## config.mk

```make
export PLATFORM = sky130hd
export DESIGN_NAME = pe_incha_double_ibuffer
export DESIGN_NICKNAME = d
export VERILOG_FILES = /design/src/rtl/pe_incha_double_ibuffer.sv
export SDC_FILE = /design/constraint.sdc
export NUM_CORES = 1
export LEC_CHECK = 0
export BUFFER_PORTS_ARGS = -buffer_cell sky130_fd_sc_hd__buf_2
export CORE_MARGIN = 8
export CORE_UTILIZATION = 40
export DETAILED_ROUTE_END_ITERATION = 16
export GPL_TIMING_DRIVEN = 0
export HOLD_SLACK_MARGIN = 0.1
export SLEW_MARGIN = 20
export SYNTH_ARGS = -nofsm -noshare
export SYNTH_HDL_FRONTEND = slang
export SYNTH_SLANG_ARGS = --single-unit
export TNS_END_PERCENT = 1
```

## constraint.sdc

```tcl
create_clock -name clk -period 2.09 [get_ports clk]
set_input_delay 0.1045 -clock clk [delete_from_list [all_inputs] [get_ports clk]]
set_output_delay 0.1045 -clock clk [all_outputs]
set_load 0.005 [all_outputs]
```

## src/rtl/pe_incha_double_ibuffer.sv

```systemverilog
// pe_incha_double_ibuffer: packs a serial pixel stream into even/odd lane pairs,
// with an odd final pixel of a frame emitted alone on lane b.
module pe_incha_double_ibuffer #(
    parameter int DATA_WIDTH = 8,
    parameter int IN_WIDTH   = 513,
    parameter int IN_HEIGHT  = 257
) (
    input  logic                  clk,
    input  logic                  rst_n,
    input  logic [DATA_WIDTH-1:0] i_data,
    input  logic                  i_valid,
    output logic                  o_ready,
    output logic [DATA_WIDTH-1:0] o_data_a,
    output logic [DATA_WIDTH-1:0] o_data_b,
    output logic                  o_valid,
    output logic                  o_odd,
    output logic                  o_last,
    input  logic                  i_ready
);
    localparam int PIXELS = IN_WIDTH * IN_HEIGHT;
    localparam int CW     = PIXELS > 1 ? $clog2(PIXELS) : 1;
    logic [CW-1:0]         pix_cnt;
    logic                  phase;
    logic [DATA_WIDTH-1:0] hold;
    logic                  last_pix, hold_free, accept, load;
    assign last_pix  = pix_cnt == CW'(PIXELS - 1);
    assign hold_free = !phase && !last_pix;
    assign o_ready   = hold_free || !o_valid || i_ready;
    assign accept    = i_valid && o_ready;
    // a pixel that completes a pair, or a lone final pixel, goes straight to the output register
    assign load      = accept && !hold_free;
    always_ff @(posedge clk or negedge rst_n) begin
        if (!rst_n) begin
            pix_cnt  <= '0;
            phase    <= 1'b0;
            o_valid  <= 1'b0;
            o_odd    <= 1'b0;
            o_last   <= 1'b0;
            o_data_a <= '0;
            o_data_b <= '0;
        end else begin
            if (accept)
                pix_cnt <= last_pix ? '0 : pix_cnt + 1'b1;
            if (accept && hold_free)
                phase <= 1'b1;
            if (load) begin
                o_data_a <= phase ? hold : '0;
                o_data_b <= i_data;
                o_valid  <= 1'b1;
                o_odd    <= !phase;
                o_last   <= last_pix;
                phase    <= 1'b0;
            end else if (o_valid && i_ready) begin
                o_valid <= 1'b0;
            end
        end
    end
    always_ff @(posedge clk)
        if (accept && hold_free)
            hold <= i_data;
endmodule
```

=== Word level (Yosys, flattened, before mapping) ===
Cells that the tools add are included.
Widths: inputs -> output; s select.

* Input bits: 12
* Output and inout port bits: 20
* Bits in registers: 46
* Word-level logic and storage cells: 29

* Reduce and logical (&&, ||, !) cells: 13
* Add/subtract/negate cells: 1
* Mux-type cells: 6
* Equal/unequal tests: 1

{| class="wikitable"
|+ Operators with widths
! operator !! number
|-
| $add 18x1->18 const B || 1
|-
| $eq 18x18->1 const B || 1
|-
| $mux 18 || 1
|-
| $mux 8 || 1
|-
| $logic_and 1x1->1 || 5
|-
| $logic_not 1->1 || 4
|-
| $mux 1 || 4
|-
| $reduce_bool 2->1 || 2
|-
| $logic_or 1x1->1 || 2
|}

=== Depth between registers and ports, before layout ===
* Depth in word-level cells: 9
* Gate-level depth with buffers: 8
* Gate-level depth less buffers: 7

=== Worst setup path before layout ===
Ideal clock, no wire load.

* Kind: flip-flop to flip-flop
* Start point: register pix_cnt[0]
* End point: register o_data_b[5]
* Data required time: 1.965 ns
* Data arrival time: 1.693 ns
* Period minus slack after synthesis: 1.818 ns
* Stages on the path, launching flop included: 9
* Path buffers: 1
* Setup slack: 0.272 ns
* Setup time: 0.125 ns
* Cells stage by stage: dfrtp_1 inv_1 ha_1 nor3b_2 nand4b_2 o21bai_4 nand3_4 buf_6 mux2_4

* Longest elaborated chain between the ends: 7
* Elaborated cells between the ends (all ways): 8
* Classes of those cells: eq/ne (1); reduce/logical (7)

{| class="wikitable"
|+ Ends and longest elaborated chain
! what !! line !! source
|-
| start: declaration || 22 || <nowiki>logic [CW-1:0] pix_cnt;</nowiki>
|-
| start signal: assignment || 43 || <nowiki>pix_cnt <= last_pix ? '0 : pix_cnt + 1'b1;</nowiki>
|-
| $eq 18x18->1 * || 26 || <nowiki>assign last_pix = pix_cnt == CW'(PIXELS - 1);</nowiki>
|-
| $logic_not 1->1 * || 27 || <nowiki>assign hold_free = !phase && !last_pix;</nowiki>
|-
| $logic_and 1x1->1 * || 27 ||
|-
| $logic_or 1x1->1 (2 in a row) || 28 || <nowiki>assign o_ready = hold_free || !o_valid || i_ready;</nowiki>
|-
| $logic_and 1x1->1 || 29 || <nowiki>assign accept = i_valid && o_ready;</nowiki>
|-
| $logic_and 1x1->1 * || 31 || <nowiki>assign load = accept && !hold_free;</nowiki>
|-
| end signal: assignment || 48 || <nowiki>o_data_b <= i_data;</nowiki>
|-
| end: declaration || 14 || <nowiki>output logic [DATA_WIDTH-1:0] o_data_b,</nowiki>
|}

Mark *: on every way between the ends. The rest lies on a longest branch, timed or not.
A chain may end at the register's enable or synchronous reset.

=== Worst setup path after layout ===
Same ends and word-level chain as after synthesis.

==> results.toml <==
[floorplanning]
die_height_um = 86.2
top_level_ports = 32
start_util_pct = 41.5
core.rowCount = 25
core_mm2 = 0.00475
die_area_mm2 = 0.00743
fp.dieW_um = 86.2

[flow_run]
drv_cap = 0

[global_routing]
grtUsageTotal_pct = 11.5
antenna_found_initial = 0
grt_max_degree = 39
first_global_vias = 1377
grt_pass1_wl_mm = 6.73
globalRouteOverflowTotal = 0

[pwr]
p_leak_nw = 1.11
power_density_mw_per_mm2 = 1020
ir_worst_vdd_uv = 581
p_total_w = 0.00245

[synthesis]
synth.distinct_cells = 39
yosysMostFrequentCell = "dfrtp_1"
synth_fp_nets = 169
synth_cells = 155
synth_top_area_share_pct = 48.2
yosysTopAreaCell = "dfrtp_1"
seq_area_frac_synth_pct = 60.4
synth_edf_count = 8
async_reset_ff_share_pct = 82.6
ys_top_cells_by_count = "dfrtp_1 (38), nand2_1 (14), nor2_1 (9)"
ys_ff_latch = 46
synth.area.top_cells = "dfrtp_1 (48%), edfxtp_1 (12%), a22o_1 (3.6%)"
netlist_area_mm2 = 0.00197
syn_avg_cell_area_um2 = 12.7
ys.flop_type = "dfrtp_1"
yosysWarnings = 0

[cts]
numCtsBuffers = 5
cts-root-buf = "clkbuf_8"
clock_sinks = 46
path_clk_slew_ns = 0.08
htreeDepth = 2
insertion_delay_ns = 0.29
clockBufferDepth = 2
cts_tree = "yes"

[sta]
rsz0062_at_grt = "true"
hold_viol_final = 0
hold-worst-slack_ns = 0.106
timing.fmax_ghz = 0.492
slew_headroom_pct = 44.8
period_minus_slack_ns = 2.03
tightest_slew_ns = 0.828
clock_skew_ns = 0.00329
period_share_pct = 97.2
maxSlewViolCount = 0
setup_viol = 0

[worst_setup_path]
crit_type = "reg2reg"
path_max_fanout = 10
cp.arrival_ns = 2.21
startpoint_type = "flip-flop"
required_ns = 2.27
worstSetupEndpointType = "flip-flop"

[drt]
vias = 1294
antenna_left = 0
post-route-drc-count = 0
dr.pass1.iters = 4
drtIter0Drc = 94
wl_per_cell_um = 14.7
drt_wl_total_mm = 3.95
viasPerCell = 4.81

[placement]
io_buffers = 30
place_congestion = 0.816
dpl.hpwl_mm = 2.91

[cells_and_area]
nets = 215
antenna_cells = 0
syn_to_final_growth_pct = 21.9
post_route_cells_drive_above_1_share_pct = 27.2

[min_path]
min_path_type = "in2reg"

[status]
outcome = "finished, final reports clean"
[layer usage]
metal | wire length (µm) | GRT usage (%) | vias to the layer above
li1 | - | - | 640
met1 | 1680 | 13.7 | 624
met2 | 2030 | 19.2 | 25
met3 | 162 | 3.02 | 5
met4 | 73 | 4.69 | 0
met5 | 0 | 0 | -
[cell usage in the layout, fill, tap and decap left out, types with 4 or more instances in the layout]
| cell | netlist | layout |
|---|---|---|
| a22o_1 | 8 | 8 |
| buf_2 | 1 | 31 |
| clkbuf_8 | 0 | 5 |
| dfrtp_1 | 38 | 38 |
| dlygate4sd3_1 | 0 | 9 |
| edfxtp_1 | 8 | 8 |
| inv_1 | 4 | 4 |
| mux2_2 | 6 | 6 |
| nand2_1 | 14 | 14 |
| nand3_1 | 7 | 7 |
| nand4_1 | 5 | 5 |
| nor2_1 | 9 | 9 |
| nor3_1 | 5 | 5 |
| xnor2_1 | 7 | 7 |
| xor2_1 | 7 | 7 |
[critical path: stages, from the launching register on]
cell      delay (ns)
dfrtp_1         0.43
inv_1           0.10
ha_1            0.16
nor3b_4         0.23
nand4b_4        0.16
o21bai_4        0.22
nand3_4         0.15
buf_6           0.18
mux2_4          0.29
[report_power, final]
group          switching, W  internal (W)
clock network      0.000283      0.000236
logic              0.000305      0.000348
registers          0.000147       0.00113
total              0.000735       0.00172
[metrics by stage]
step	cells	cell area (µm²)	TNS, ns	worst slack [ns]	util (%)
after floorplan	155	1970	0	0.272	-
after global placement	252	2210	0	0.0687	46.4
after detailed placement	252	2210	0	0.0268	46.4
after CTS	269	2400	0	0.0166	50.4
after global routing	269	2400	-0.826	-0.0798	50.6
final	269	2400	0	0.0590	50.6
[logic make-up (layout without fill, tap and decap cells)]
group | after synthesis | count (layout) | share of synthesized area [%]
compound gates | 15 | 15 | 6.54
fa+ha+maj | 2 | 2 | 1.27
flops | 46 | 46 | 60.4
xor+xnor | 14 | 14 | 6.22
simple gates | 60 | 60 | 17.8
mux | 9 | 9 | 5.46
buf+inv | 9 | 56 | 2.35
[path summary, 6_finish.rpt]
check / from / endpoint / slack, ns / cells past startpoint
max in group asynchronous: rst_n / o_data_b[1]$_DFFE_PN0P_ / 1.12 / 2
min: i_ready / pix_cnt[2]$_DFFE_PN0N_ / 0.11 / 4
min in group asynchronous: rst_n / pix_cnt[13]$_DFFE_PN0N_ / 0.45 / 2
max reg2reg: pix_cnt[0]$_DFFE_PN0N_ / o_data_b[5]$_DFFE_PN0P_ / 0.06 / 8
min reg2reg: hold[1]$_DFFE_PP_ / o_data_a[1]$_DFFE_PN0P_ / 0.47 / 1
max: pix_cnt[0]$_DFFE_PN0N_ / o_data_b[5]$_DFFE_PN0P_ / 0.06 / 8
[timing repair]
item,CTS,global route
cloned,0,0
hold buffers,9,0
endpoints found under the hold margin,54,0
buffers inserted,0,0
pin swaps,0,0
gates resized for setup,2,1
endpoints found under the setup margin,10,12
[state kept, by name, summed over array words and instances (netlist names)]
register,count
hold,8
o_valid,1
o_data_a,8
o_data_b,8
o_last,1
o_odd,1
pix_cnt,18
phase,1
[area by class of cell]
type / count / area, µm²
fill: 457 / 2350
sequential: 46 / 1190
multi-input combinational: 100 / 756
timing repair buffer: 39 / 240
tap: 67 / 83.8
clock buffer: 6 / 72.6
buffer: 5 / 31.3
inverter: 4 / 15.0
clock inverter: 2 / 13.8
Note: power is estimated with default switching activity, not from simulation.
